[src/rtl/video_sync_gen.sv]
// 15 kHz raster timing generator: free-running h/v counters, registered
// syncs, blanked 3:3:3 colour, display enable and a frame interrupt.
//
// Ports:
//   clkvideo          video clock (14 MHz)
//   reset             synchronous, active-high
//   ri, gi, bi        pixel colour for the current hcnt/vcnt
//   ro, go, bo        registered colour, forced to 0 outside the active area
//   hsync_n           horizontal sync, active low
//   vsync_n           vertical sync, active low
//   csync_n           composite sync, active low
//   de                registered display enable
//   int_n             frame interrupt, active low, INT_LEN clocks wide
//   hcnt, vcnt        raw raster counters
//
// Build option: define VIDEO_SYNC_SERRATION_EN to get serrated csync_n
// (inverted hsync pulses during vsync lines); otherwise csync_n = ~(hs|vs).

module video_sync_gen #(
    parameter int unsigned H_TOTAL      = 896,
    parameter int unsigned H_ACTIVE     = 704,
    parameter int unsigned H_SYNC_START = 752,
    parameter int unsigned H_SYNC_LEN   = 64,
    parameter int unsigned V_TOTAL      = 320,
    parameter int unsigned V_ACTIVE     = 288,
    parameter int unsigned V_SYNC_START = 300,
    parameter int unsigned V_SYNC_LEN   = 4,
    parameter int unsigned INT_H        = 0,
    parameter int unsigned INT_V        = 300,
    parameter int unsigned INT_LEN      = 128
) (
    input  logic       clkvideo,
    input  logic       reset,
    input  logic [2:0] ri,
    input  logic [2:0] gi,
    input  logic [2:0] bi,
    output logic [2:0] ro,
    output logic [2:0] go,
    output logic [2:0] bo,
    output logic       hsync_n,
    output logic       vsync_n,
    output logic       csync_n,
    output logic       de,
    output logic       int_n,
    output logic [9:0] hcnt,
    output logic [8:0] vcnt
);

    // Window bounds are one bit wider than the counters so that an end
    // equal to 1024 / 512 compares correctly without wrapping.
    localparam logic [9:0]  H_LAST   = 10'(H_TOTAL - 1);
    localparam logic [8:0]  V_LAST   = 9'(V_TOTAL - 1);
    localparam logic [10:0] H_ACT_E  = 11'(H_ACTIVE);
    localparam logic [10:0] HS_BEG   = 11'(H_SYNC_START);
    localparam logic [10:0] HS_END   = 11'(H_SYNC_START + H_SYNC_LEN);
    localparam logic [9:0]  V_ACT_E  = 10'(V_ACTIVE);
    localparam logic [9:0]  VS_BEG   = 10'(V_SYNC_START);
    localparam logic [9:0]  VS_END   = 10'(V_SYNC_START + V_SYNC_LEN);
    localparam logic [9:0]  INT_HPOS = 10'(INT_H);
    localparam logic [8:0]  INT_VPOS = 9'(INT_V);
    localparam logic [9:0]  INT_LOAD = 10'(INT_LEN - 1);

    logic [10:0] h_w;
    logic [9:0]  v_w;
    logic        hs;
    logic        vs;
    logic        de_c;
    logic        int_hit;
    logic [9:0]  int_cnt;

    assign h_w     = {1'b0, hcnt};
    assign v_w     = {1'b0, vcnt};
    assign hs      = (h_w >= HS_BEG) && (h_w < HS_END);
    assign vs      = (v_w >= VS_BEG) && (v_w < VS_END);
    assign de_c    = (h_w < H_ACT_E) && (v_w < V_ACT_E);
    assign int_hit = (hcnt == INT_HPOS) && (vcnt == INT_VPOS);

    always_ff @(posedge clkvideo) begin
        if (reset) begin
            hcnt    <= '0;
            vcnt    <= '0;
            hsync_n <= 1'b1;
            vsync_n <= 1'b1;
            csync_n <= 1'b1;
            de      <= 1'b0;
            ro      <= '0;
            go      <= '0;
            bo      <= '0;
            int_n   <= 1'b1;
            int_cnt <= '0;
        end else begin
            if (hcnt == H_LAST) begin
                hcnt <= '0;
                vcnt <= (vcnt == V_LAST) ? 9'd0 : vcnt + 9'd1;
            end else begin
                hcnt <= hcnt + 10'd1;
            end

            hsync_n <= ~hs;
            vsync_n <= ~vs;
`ifdef VIDEO_SYNC_SERRATION_EN
            csync_n <= vs ? hs : ~hs;
`else
            csync_n <= ~(hs | vs);
`endif
            de <= de_c;
            ro <= de_c ? ri : 3'd0;
            go <= de_c ? gi : 3'd0;
            bo <= de_c ? bi : 3'd0;

            // int_n low doubles as the busy flag, so a hit while the
            // pulse is running is simply ignored.
            if (!int_n) begin
                if (int_cnt == 10'd0) begin
                    int_n <= 1'b1;
                end else begin
                    int_cnt <= int_cnt - 10'd1;
                end
            end else if (int_hit) begin
                int_n   <= 1'b0;
                int_cnt <= INT_LOAD;
            end
        end
    end

endmodule

[config.mk]
export PLATFORM = sky130hd
export DESIGN_NAME = video_sync_gen
export DESIGN_NICKNAME = d
export VERILOG_FILES = /design/src/rtl/video_sync_gen.sv
export SDC_FILE = /design/constraint.sdc
export NUM_CORES = 1
export LEC_CHECK = 0
export ABC_AREA = 1
export BUFFER_PORTS_ARGS = -buffer_cell sky130_fd_sc_hd__buf_4
export CAP_MARGIN = 20
export CELL_PAD_IN_SITES_DETAIL_PLACEMENT = 1
export CELL_PAD_IN_SITES_GLOBAL_PLACEMENT = 1
export CORE_ASPECT_RATIO = 0.75
export CORE_MARGIN = 4
export CORE_UTILIZATION = 34
export DETAILED_ROUTE_END_ITERATION = 8
export PLACE_DENSITY = 0.84
export SLEW_MARGIN = 20
export SYNTH_ARGS = -nofsm -noshare
export SYNTH_HDL_FRONTEND = slang
export SYNTH_SLANG_ARGS = --single-unit
[constraint.sdc]
create_clock -name clkvideo -period 1.4 [get_ports clkvideo]
set_input_delay 0.42 -clock clkvideo [delete_from_list [all_inputs] [get_ports clkvideo]]
set_output_delay 0.42 -clock clkvideo [all_outputs]
set_load 0.005 [all_outputs]
==> results by group <==
Setup path
  • Critical Path Start Type: flop
  • Crit-path slowest cell: dfxtp_4
  • WP buf/inv: 3
  • Critical-path cell list: buf_4 -> ha_4 -> nand3_2 -> inv_2 -> nand3_4 -> clkinvlp_4 -> nand3b_1 -> a21oi_1
  • Kind of critical path: flop to flop
  • Critical path peak fanout: 5
  • Critical Path AT: around 1.7 ns
  • Worst setup EP type: flop
  • Crit-path max cell delay: between 0.3 and 0.4 ns
  • CP top delay family: buffers and inverters
  • Crit path required time: 1.64 ns

Synthesis
  • Top cell type's share of synthesized area: 42.39%
  • Mapped cell area: slightly above 2000 sq um
  • Cell variety after synth: 25
  • Mapped Cells: between 200 and 300
  • Syn Area/Cell: ~7 sq um
  • Synth warn: 0
  • Post-synth top area cell: dfxtp_1
  • Synth area leaders: dfxtp_1, nand2_1, inv_1
  • Flops & latches, synth: between 40 and 50
  • Post-Syn Nets: between 300 and 400
  • Sequential fraction of the synthesis area: between 40% and 50%

Die
  • Die W: 97.24 um
  • Num ports: between 40 and 50
  • Die area: around 7300 sq um
  • Core region area: 5796 sq um
  • Die Y: ~75 um
  • # rows: 24
  • Initial core utilization: a little over a third

Global route
  • First-pass GRT wire length: roughly 11000 um
  • Vias in the first global route: 2300
  • Tot GR Track Use: a little under a fifth
  • GRT overflow: 0
  • Largest net degree at the start of global routing: 16
  • Initial antenna violation count: 0

Power
  • Clk pwr share: a little over a third
  • P_sw: between 500 and 600 uW
  • Net Sw Frac: ~26%
  • Share of total power in sequential cells: 54.8%
  • P_int: ~1.7 mW
  • Power per cell area: around 740 nW/um^2
  • Peak supply drop: 0.0005748 V
  • Lkg Pwr: 1.377 nW
  • Comb power frac: roughly 8.6%

Drt
  • DRT iter0 DRCs: between 100 and 150
  • Via count: roughly 2300
  • Routed WL per cell: approximately 17 um
  • Routed Antenna Nets: 0
  • DRT Pass-1 Iters: 4
  • Vias/cell: approximately 5.0
  • Final wirelength: 7610 um
  • Residual DRC: 0

Final layout
  • Final nets: slightly below 400
  • Highest-count cells in the layout ignoring fill and taps: buf_4, nand2_1, inv_1
  • Commonest non-fill, non-tap cell in the layout: buf_4
  • Area growth, synth to finish: 53.42%
  • Fraction of layout cells with a size suffix above 1: 42.02%
  • Fin util: between 50 and 60%
  • ANT cells: 0

Placement
  • RD Place Congestion: 0.8533
  • Post-Place Setup Slack: -0.1565 ns
  • DPL Wire Length: ~4900 um
  • Port Buffers: 43

STA
  • Unrepaired setup endpoints after global routing: yes
  • Period minus WS final: approximately 1.5 ns
  • Setup slack after layout: -0.09094 ns
  • Final hold vios: 0
  • FMAX: about 0.67 GHz
  • Final setup fails: 17
  • Max Clock Skew: a little over 0.007 ns
  • Worst Max-Slew Pin Slew: 0.2743 ns
  • Final max-slew violation count: 0
  • Final period util: 106.5%
  • Max-slew headroom: between 80% and 90%

Clock network
  • CTS clock-pin slew for the worst setup and hold paths: ~0.09 ns
  • Clock sinks: 43
  • Clock buffer depth: 2
  • Htree depth: 2
  • CTS root buffer: clkbuf_8
  • CTS tree: yes
  • Num CTS Buffers: 5
  • Worst-Skew Late Latency: 0.31 ns

Status
  • Failing checks: setup timing
  • Run status: finished, violations left

Min path
  • Hold crit path type: primary input to flop

Job
  • Max Cap Violations: 0
-- what timing repair did --
| action | 4_1_cts | 5_1_grt |
|---|---|---|
| buffers inserted | 3 | 3 |
| endpoints found under the hold margin | 0 | 0 |
| hold buffers | 0 | 0 |
| endpoints found under the setup margin | 23 | 43 |
| resized for setup | 20 | 68 |
| pin swaps | 5 | 16 |
| cloned | 2 | 1 |
-- stage by stage --
step	setup TNS (ns)	area, sq um	hold WS, ns	cells	power (mW)
detailed placement	-1.727	2679	0.4734	437	1.442
global placement	-0.1043	2679	0.4561	437	1.434
finish	-0.6595	3115	0.3199	454	2.299
CTS	-0.1237	2887	0.3191	450	2.269
floorplan	0	2036	0.4526	289	1.342
global route	-2.117	3115	0.3102	454	2.397
-- routing by layer --
metal / part of all wire (%) / GRT usage [%] / up-vias
li1: - / - / 1097
met1: 42 / 23.19 / 1102
met2: 52 / 34.33 / 56
met3: 3.9 / 3.981 / 21
met4: 2.3 / 4.608 / 0
met5: 0 / 0 / -
-- worst paths after layout --
kind	start	end	slack, ns	cells past startpoint
worst min-delay path	gi[0]	go[0]	0.32	3
worst max-delay path	hcnt[0]	vcnt[3]	-0.09	8
worst min register to register	hcnt[0]	hcnt[0]	0.48	1
worst max register to register	hcnt[0]	vcnt[3]	-0.09	8
-- power groups by stage --
| stage | combinational [mW] | clock [mW] | sequential (mW) |
|---|---|---|---|
| 2_1_floorplan | 0.0510 | 0 | 1.29 |
| 3_3_place_gp | 0.149 | 0 | 1.29 |
| 3_5_place_dp | 0.156 | 0 | 1.29 |
| 4_1_cts | 0.157 | 0.853 | 1.26 |
| 5_1_grt | 0.215 | 0.917 | 1.26 |
| 6_report | 0.199 | 0.840 | 1.26 |
-- worst reg2reg max path: stages, from the launching register on --
cell	delay (ns)
dfxtp_4	0.39
buf_4	0.13
ha_4	0.13
nand3_2	0.08
inv_2	0.13
nand3_4	0.16
clkinvlp_4	0.16
nand3b_1	0.11
a21oi_1	0.14
-- logic make-up (layout without fill, tap and decap cells) --
family	count (synthesis)	count (layout)	synth area share, %
AND/OR/NAND/NOR	144	145	31.55
buffers and inverters	51	137	9.736
flip-flops	43	43	42.39
AO/OA/AOI/OAI	37	37	9.366
XOR/XNOR	9	9	3.881
adder cells (fa/ha/maj)	5	5	3.081
-- cell usage after synthesis (all sizes together) --
cell type / number
nor2: 40
nand2: 61
ha: 5
xor2: 5
o211ai: 1
nand3b: 1
o21bai: 1
nor3: 5
clkbuf: 2
xnor2: 4
buf: 1
or2: 1
nand4: 12
a21oi: 25
o21ai: 10
nor3b: 1
clkinv: 2
dfxtp: 43
inv: 46
nand3: 23
-- state kept, by name, indices dropped and copies added, names as in the netlist --
register / cells
vcnt: 9
hsync_n: 1
vsync_n: 1
bo: 3
int_n: 1
ro: 3
csync_n: 1
hcnt: 10
go: 3
de: 1
int_cnt: 10
-- layout make-up --
class	instances	area (sq um)
clock buffers	5	68.82
clock inverters	3	23.77
multi-input cells	196	1205
well taps	78	97.59
inverters	48	195.2
repair inverters	2	13.76
flip-flops and latches	43	885.9
repair buffers	79	625.6
fillers	721	2680
No activity file was read; power rests on OpenSTA's default activity.
